$ cat src/rtl/l1dcache_requester.sv
// l1dcache_requester: issues one load/store uop at a time to the L1 data cache.
// It forms the word address, byte mask and lane-positioned store data for each access.
// Nacked accesses are retried with a linear backoff.
// Load data is aligned and extended before it is returned with the uop tag.
module l1dcache_requester #(
    parameter int ADDR_BITS   = 30,
    parameter int TAG_W       = 4,
    parameter int RETRY_LIMIT = 15
) (
    input  logic                 clk,
    input  logic                 rst,
    input  logic                 reqValid,
    output logic                 reqReady,
    input  logic                 reqIsStore,
    input  logic [ADDR_BITS+1:0] reqAddr,
    input  logic [1:0]           reqSize,
    input  logic                 reqSigned,
    input  logic [31:0]          reqData,
    input  logic [TAG_W-1:0]     reqTag,
    output logic                 respValid,
    input  logic                 respReady,
    output logic [31:0]          respData,
    output logic [TAG_W-1:0]     respTag,
    output logic [1:0]           respFault,
    output logic                 dcEn,
    output logic                 dcEnW,
    output logic [ADDR_BITS-1:0] dcAddr,
    output logic [3:0]           dcMask,
    output logic [31:0]          dcReqData,
    input  logic                 dcNack,
    input  logic [31:0]          dcRespData
);

    typedef enum logic [2:0] {IDLE, ISSUE, WAIT, BACKOFF, RESP} state_t;

    localparam logic [7:0] LIMIT = 8'(RETRY_LIMIT);

    state_t      state, state_nxt;
    logic [7:0]  retryCnt, backoffCnt;
    logic [7:0]  retry_inc;
    logic        uopStore, uopSigned;
    logic [1:0]  uopSize, uopOff;
    logic        accept, misaligned_req;

    function automatic logic misaligned(input logic [1:0] size, input logic [1:0] off);
        misaligned = (size == 2'd3) || (size == 2'd1 && off[0]) || (size == 2'd2 && off != 2'd0);
    endfunction

    function automatic logic [3:0] lane_mask(input logic [1:0] size, input logic [1:0] off);
        case (size)
            2'd0:    lane_mask = 4'b0001 << off;
            2'd1:    lane_mask = 4'b0011 << off;
            default: lane_mask = 4'b1111;
        endcase
    endfunction

    // Store data is truncated to its size first so lanes outside the mask carry zeros.
    function automatic logic [31:0] lane_data(input logic [1:0] size, input logic [1:0] off,
                                              input logic [31:0] data);
        logic [31:0] d;
        case (size)
            2'd0:    d = {24'b0, data[7:0]};
            2'd1:    d = {16'b0, data[15:0]};
            default: d = data;
        endcase
        lane_data = d << {off, 3'b000};
    endfunction

    function automatic logic [31:0] load_extract(input logic [1:0] size, input logic sgn,
                                                 input logic [1:0] off, input logic [31:0] word);
        logic [31:0]        sh;
        logic signed [7:0]  b;
        logic signed [15:0] h;
        sh = word >> {off, 3'b000};
        b  = signed'(sh[7:0]);
        h  = signed'(sh[15:0]);
        case (size)
            2'd0:    load_extract = sgn ? 32'(b) : {24'b0, sh[7:0]};
            2'd1:    load_extract = sgn ? 32'(h) : {16'b0, sh[15:0]};
            default: load_extract = sh;
        endcase
    endfunction

    assign accept         = reqValid && (state == IDLE);
    assign misaligned_req = misaligned(reqSize, reqAddr[1:0]);
    assign retry_inc      = retryCnt + 8'd1;

    // State register
    always_ff @(posedge clk or negedge rst) begin
        if (!rst) state <= IDLE;
        else      state <= state_nxt;
    end

    // Next-state logic
    always_comb begin
        state_nxt = state;
        case (state)
            IDLE:    if (reqValid) state_nxt = misaligned_req ? RESP : ISSUE;
            ISSUE:   state_nxt = WAIT;
            WAIT:    if (!dcNack || retry_inc == LIMIT) state_nxt = RESP;
                     else state_nxt = BACKOFF;
            BACKOFF: if (backoffCnt <= 8'd1) state_nxt = ISSUE;
            RESP:    if (respReady) state_nxt = IDLE;
            default: state_nxt = IDLE;
        endcase
    end

    // State-decoded outputs
    always_comb begin
        reqReady  = (state == IDLE);
        dcEn      = (state == ISSUE);
        respValid = (state == RESP);
    end

    // Uop latch, cache request fields, retry counters and response fields
    always_ff @(posedge clk or negedge rst) begin
        if (!rst) begin
            retryCnt   <= 8'd0;
            backoffCnt <= 8'd0;
            uopStore   <= 1'b0;
            uopSigned  <= 1'b0;
            uopSize    <= 2'd0;
            uopOff     <= 2'd0;
            dcEnW      <= 1'b0;
            dcAddr     <= '0;
            dcMask     <= 4'd0;
            dcReqData  <= 32'd0;
            respData   <= 32'd0;
            respTag    <= '0;
            respFault  <= 2'd0;
        end else begin
            case (state)
                IDLE: if (accept) begin
                    retryCnt  <= 8'd0;
                    uopStore  <= reqIsStore;
                    uopSigned <= reqSigned;
                    uopSize   <= reqSize;
                    uopOff    <= reqAddr[1:0];
                    dcEnW     <= reqIsStore;
                    dcAddr    <= reqAddr[ADDR_BITS+1:2];
                    dcMask    <= lane_mask(reqSize, reqAddr[1:0]);
                    dcReqData <= lane_data(reqSize, reqAddr[1:0], reqData);
                    respTag   <= reqTag;
                    respData  <= 32'd0;
                    respFault <= misaligned_req ? 2'd1 : 2'd0;
                end
                WAIT: if (!dcNack) begin
                    respData  <= uopStore ? 32'd0 : load_extract(uopSize, uopSigned, uopOff, dcRespData);
                    respFault <= 2'd0;
                end else begin
                    retryCnt <= retry_inc;
                    if (retry_inc == LIMIT) begin
                        respData  <= 32'd0;
                        respFault <= 2'd2;
                    end else begin
                        backoffCnt <= retry_inc;
                    end
                end
                BACKOFF: backoffCnt <= backoffCnt - 8'd1;
                default: ;
            endcase
        end
    end

endmodule
$ cat config.mk
export PLATFORM = sky130hd
export DESIGN_NAME = l1dcache_requester
export DESIGN_NICKNAME = d
export VERILOG_FILES = /design/src/rtl/l1dcache_requester.sv
export SDC_FILE = /design/constraint.sdc
export NUM_CORES = 1
export LEC_CHECK = 0
export CAP_MARGIN = 40
export CORE_UTILIZATION = 47
export CTS_CLUSTER_DIAMETER = 150
export DETAILED_ROUTE_END_ITERATION = 10
export GPL_ROUTABILITY_DRIVEN = 0
export PLACE_DENSITY = 0.82
export SKIP_CTS_REPAIR_TIMING = 1
export SYNTH_ARGS = -nofsm -noshare
export SYNTH_HDL_FRONTEND = slang
export SYNTH_SLANG_ARGS = --single-unit
$ cat constraint.sdc
create_clock -name clk -period 2.77 [get_ports clk]
set_input_delay 0.554 -clock clk [delete_from_list [all_inputs] [get_ports clk]]
set_output_delay 0.554 -clock clk [all_outputs]
set_load 0.005 [all_outputs]
==> flow_metrics.env, run 1 <==
export IMPL_status="finished, final reports clean"
export IMPL_syn_nets=849
export IMPL_num_vias=6299
export IMPL_rsz0062_at_grt="false"
export IMPL_ys_types=59
export IMPL_final_util=0.716
export IMPL_h_tree_depth=4
export IMPL_p_leak_nw=4.16
export IMPL_insertion_delay_ns=0.42
export IMPL_grt_max_degree=72
export IMPL_yosys_warnings=0
export IMPL_antenna_found_initial=0
export IMPL_crit_path_start_kind="flop"
export IMPL_wire_per_inst_um=17.1
export IMPL_drive_gt1_frac=0.0880
export IMPL_pin_count=217
export IMPL_grt_pass1_vias=6084
export IMPL_crit_path_max_incr_delay_ns=0.60
export IMPL_setup_tns_ns=0
export IMPL_syn_area_per_cell_um2=8.95
export IMPL_place_inst=1099
export IMPL_power_density_nw_per_um2=984
export IMPL_ir_drop_mv=0.608
export IMPL_yosys_most_used_dff="dfrtp_1"
export IMPL_netlist_instances=736
export IMPL_arrival_ns=1.87
export IMPL_portBuffers=216
export IMPL_postSynth_asyncResetShare=1.00
export IMPL_fillCellCount=1020
export IMPL_cts_buffers=17
export IMPL_path_buf_inv=1
export IMPL_drt_wl_total_mm=19.4
export IMPL_clkTransAtPathRegs_ns=0.06
export IMPL_tightest_slew_ns=0.741
export IMPL_hp_class="primary input to asynchronous set/reset pin"
export IMPL_crit_family="buffers and inverters"
export IMPL_cp_max_fo=13
export IMPL_finalPower_w=0.00947
export IMPL_fin_nets=1055
export IMPL_fin_ws_ns=0.349
export IMPL_fmax_mhz=413
export IMPL_worstPathCellList="nor3_1, clkdlybuf4s50_1"
export IMPL_yosysSeqAreaShare=0.490
export IMPL_setup_violations=0
export IMPL_die_w_um=120
export IMPL_synth_cell_area_um2=6590
export IMPL_slew_viol_final=0
export IMPL_clockBufferDepth=2
export IMPL_core_area_um2=13500
export IMPL_slowest_stage="clkdlybuf4s50_1"
export IMPL_seqCellArea_um2=3230
export IMPL_worstPathRequired_ns=2.22
export IMPL_end_kind="primary output"
export IMPL_viasPerCell=5.57
export IMPL_antenna_cells=0
export IMPL_grt_pass1_wl_mm=31.4
export IMPL_layoutNonFillerInstCount=1131
export IMPL_drc=0
export IMPL_syn2layout_area_growth_pct=46.2
export IMPL_hpwl_mm=13.4
export IMPL_cts_sinks=129
export IMPL_synth_edf_count=0
export IMPL_final_setup_skew_ns=0.00583
export IMPL_fin_crit_ns=2.42
export IMPL_maxCapViolations=0
export IMPL_crit_type="flop to primary output"
export IMPL_drtIter0Drc=506
export IMPL_ant_nets=0
export IMPL_core_rowCount=42
export IMPL_hold_viol_final=0
export IMPL_gr_total_overflow=0
export IMPL_start_util=0.490
export IMPL_grt_usage=0.279
export IMPL_period_share=0.874
export IMPL_synth_seq_cells=129
export IMPL_place_ws_ns=0.199
export IMPL_multi_input_area_um2=3000
export IMPL_die_h_um=120
export IMPL_cts_tree="done"
export IMPL_drtPass1Iterations=5
export IMPL_clockRootBuffer="clkbuf_16"
export IMPL_dieArea_um2=14500
export IMPL_slew_headroom=0.504
registers in the layout (all words and copies together), names as in the netlist:
register and count:
dcReqData 32, retryCnt 8, uopStore 1, uopSize 2
respData 32, uopOff 2, uopSigned 1, state 3
backoffCnt 8, respFault 2, respTag 4, dcAddr 30
dcMask 4
path summary, 6_finish.rpt:
kind                          startpoint       endpoint  slack, ns  depth (start not counted)
setup / recovery                state[0]       reqReady       0.35                          2
hold / removal                       rst    respData[5]        0.1                          1
setup reg to reg             retryCnt[0]   respData[31]       0.43                          7
hold reg to reg            dcReqData[14]  dcReqData[14]       0.46                          2
max in group asynchronous            rst     dcAddr[27]       2.04                          2
min in group clk           dcReqData[14]  dcReqData[14]       0.46                          2
power by group:
part	total (W)	internal [W]	switching [W]
logic	0.00388	0.00208	0.00180
registers	0.00318	0.00263	0.000557
clock network	0.00240	0.00155	0.000852
metal layers:
metal | vias to the layer above | GRT usage | wire length, um
met3 | 33 | 0.0835 | 1720
met5 | - | 0 | 0
met1 | 3006 | 0.362 | 8000
met2 | 289 | 0.445 | 9250
li1 | 2971 | - | -
met4 | 0 | 0.0949 | 386
Yosys cell counts, types with 3 or more instances:
| master | count | area, um^2 |
|---|---|---|
| buf_1 | 5 | 18.8 |
| nand3_1 | 21 | 105 |
| buf_6 | 3 | 33.8 |
| clkbuf_1 | 38 | 143 |
| a21oi_1 | 4 | 20.0 |
| nor2_1 | 46 | 173 |
| o311ai_0 | 4 | 35.0 |
| xor2_1 | 3 | 26.3 |
| o311ai_1 | 12 | 105 |
| nand2_1 | 194 | 728 |
| a221oi_1 | 10 | 87.6 |
| nor3_1 | 8 | 40.0 |
| nor2b_1 | 3 | 18.8 |
| mux2_2 | 17 | 191 |
| xnor2_1 | 3 | 26.3 |
| buf_2 | 5 | 25.0 |
| o211ai_1 | 9 | 67.6 |
| ha_1 | 4 | 50.1 |
| mux2i_1 | 24 | 240 |
| a211oi_1 | 6 | 45.0 |
| o21ai_0 | 54 | 270 |
| or2_2 | 3 | 18.8 |
| o32ai_1 | 18 | 158 |
| or3_1 | 11 | 68.8 |
| o2bb2ai_1 | 8 | 70.1 |
| dfrtp_1 | 129 | 3230 |
| inv_1 | 42 | 158 |
| nand2b_1 | 4 | 25.0 |
| a22oi_1 | 8 | 60.1 |
area by class of cell:
cell class                      count  share of cell area
Sequential cell                   129               0.335
Multi-Input combinational cell    514               0.312
Timing Repair Buffer              238               0.248
Clock buffer                       19              0.0470
Tap cell                          176              0.0229
Clock inverter                     13              0.0191
Inverter                           42              0.0164
cell families (layout without fill, tap and decap cells):
kind of cell,after synthesis,after routing,synth area share
xor+xnor,6,6,0.00798
fa+ha+maj,4,4,0.00759
simple gates,306,306,0.200
buf+inv,93,312,0.0573
flops,129,129,0.490
mux,42,42,0.0689
compound gates,156,156,0.169
worst register-to-register path, cell delays in order, from the launching register on:
cell and delay (ns):
dfrtp_1 0.42, inv_1 0.09, ha_1 0.14, or4b_4 0.47, or3_1 0.48, nor3_4 0.19
buf_12 0.22, o311ai_0 0.16
cells in the final DEF (no fill, tap or decap), drive strengths merged, types with 3 or more instances in the layout:
| cell type | Yosys | routed |
|---|---|---|
| xor2 | 3 | 3 |
| o2bb2ai | 8 | 8 |
| nor2 | 46 | 46 |
| clkbuf | 38 | 19 |
| nand2b | 4 | 4 |
| or3 | 11 | 11 |
| mux2i | 24 | 24 |
| o311ai | 16 | 16 |
| a211oi | 6 | 6 |
| nor3 | 9 | 9 |
| buf | 13 | 23 |
| clkinvlp | 0 | 3 |
| clkinv | 0 | 5 |
| o21ai | 54 | 54 |
| o32ai | 18 | 18 |
| o211ai | 9 | 9 |
| a22oi | 8 | 8 |
| nor2b | 3 | 3 |
| nand2 | 194 | 194 |
| a221oi | 10 | 10 |
| nand3 | 21 | 21 |
| bufinv | 0 | 4 |
| dfrtp | 129 | 129 |
| or2 | 4 | 4 |
| xnor2 | 3 | 3 |
| inv | 42 | 43 |
| clkdlybuf4s50 | 0 | 215 |
| a21oi | 4 | 4 |
| mux2 | 17 | 17 |
| ha | 4 | 4 |
stage by stage:
step	cell area, um^2	hold slack (ns)
2_1_floorplan	6590	0.258
3_3_place_gp	8990	0.450
3_5_place_dp	8990	0.459
4_1_cts	9630	0.110
5_1_grt	9630	0.128
6_report	9630	0.0987
(Power assumes the default switching activity.)
==> run 2, diff against run 1 <==
- SLEW_MARGIN: unset -> 20
==> results of run 2 <==
Final layout, timing and power as in run 1 (identical DEF).
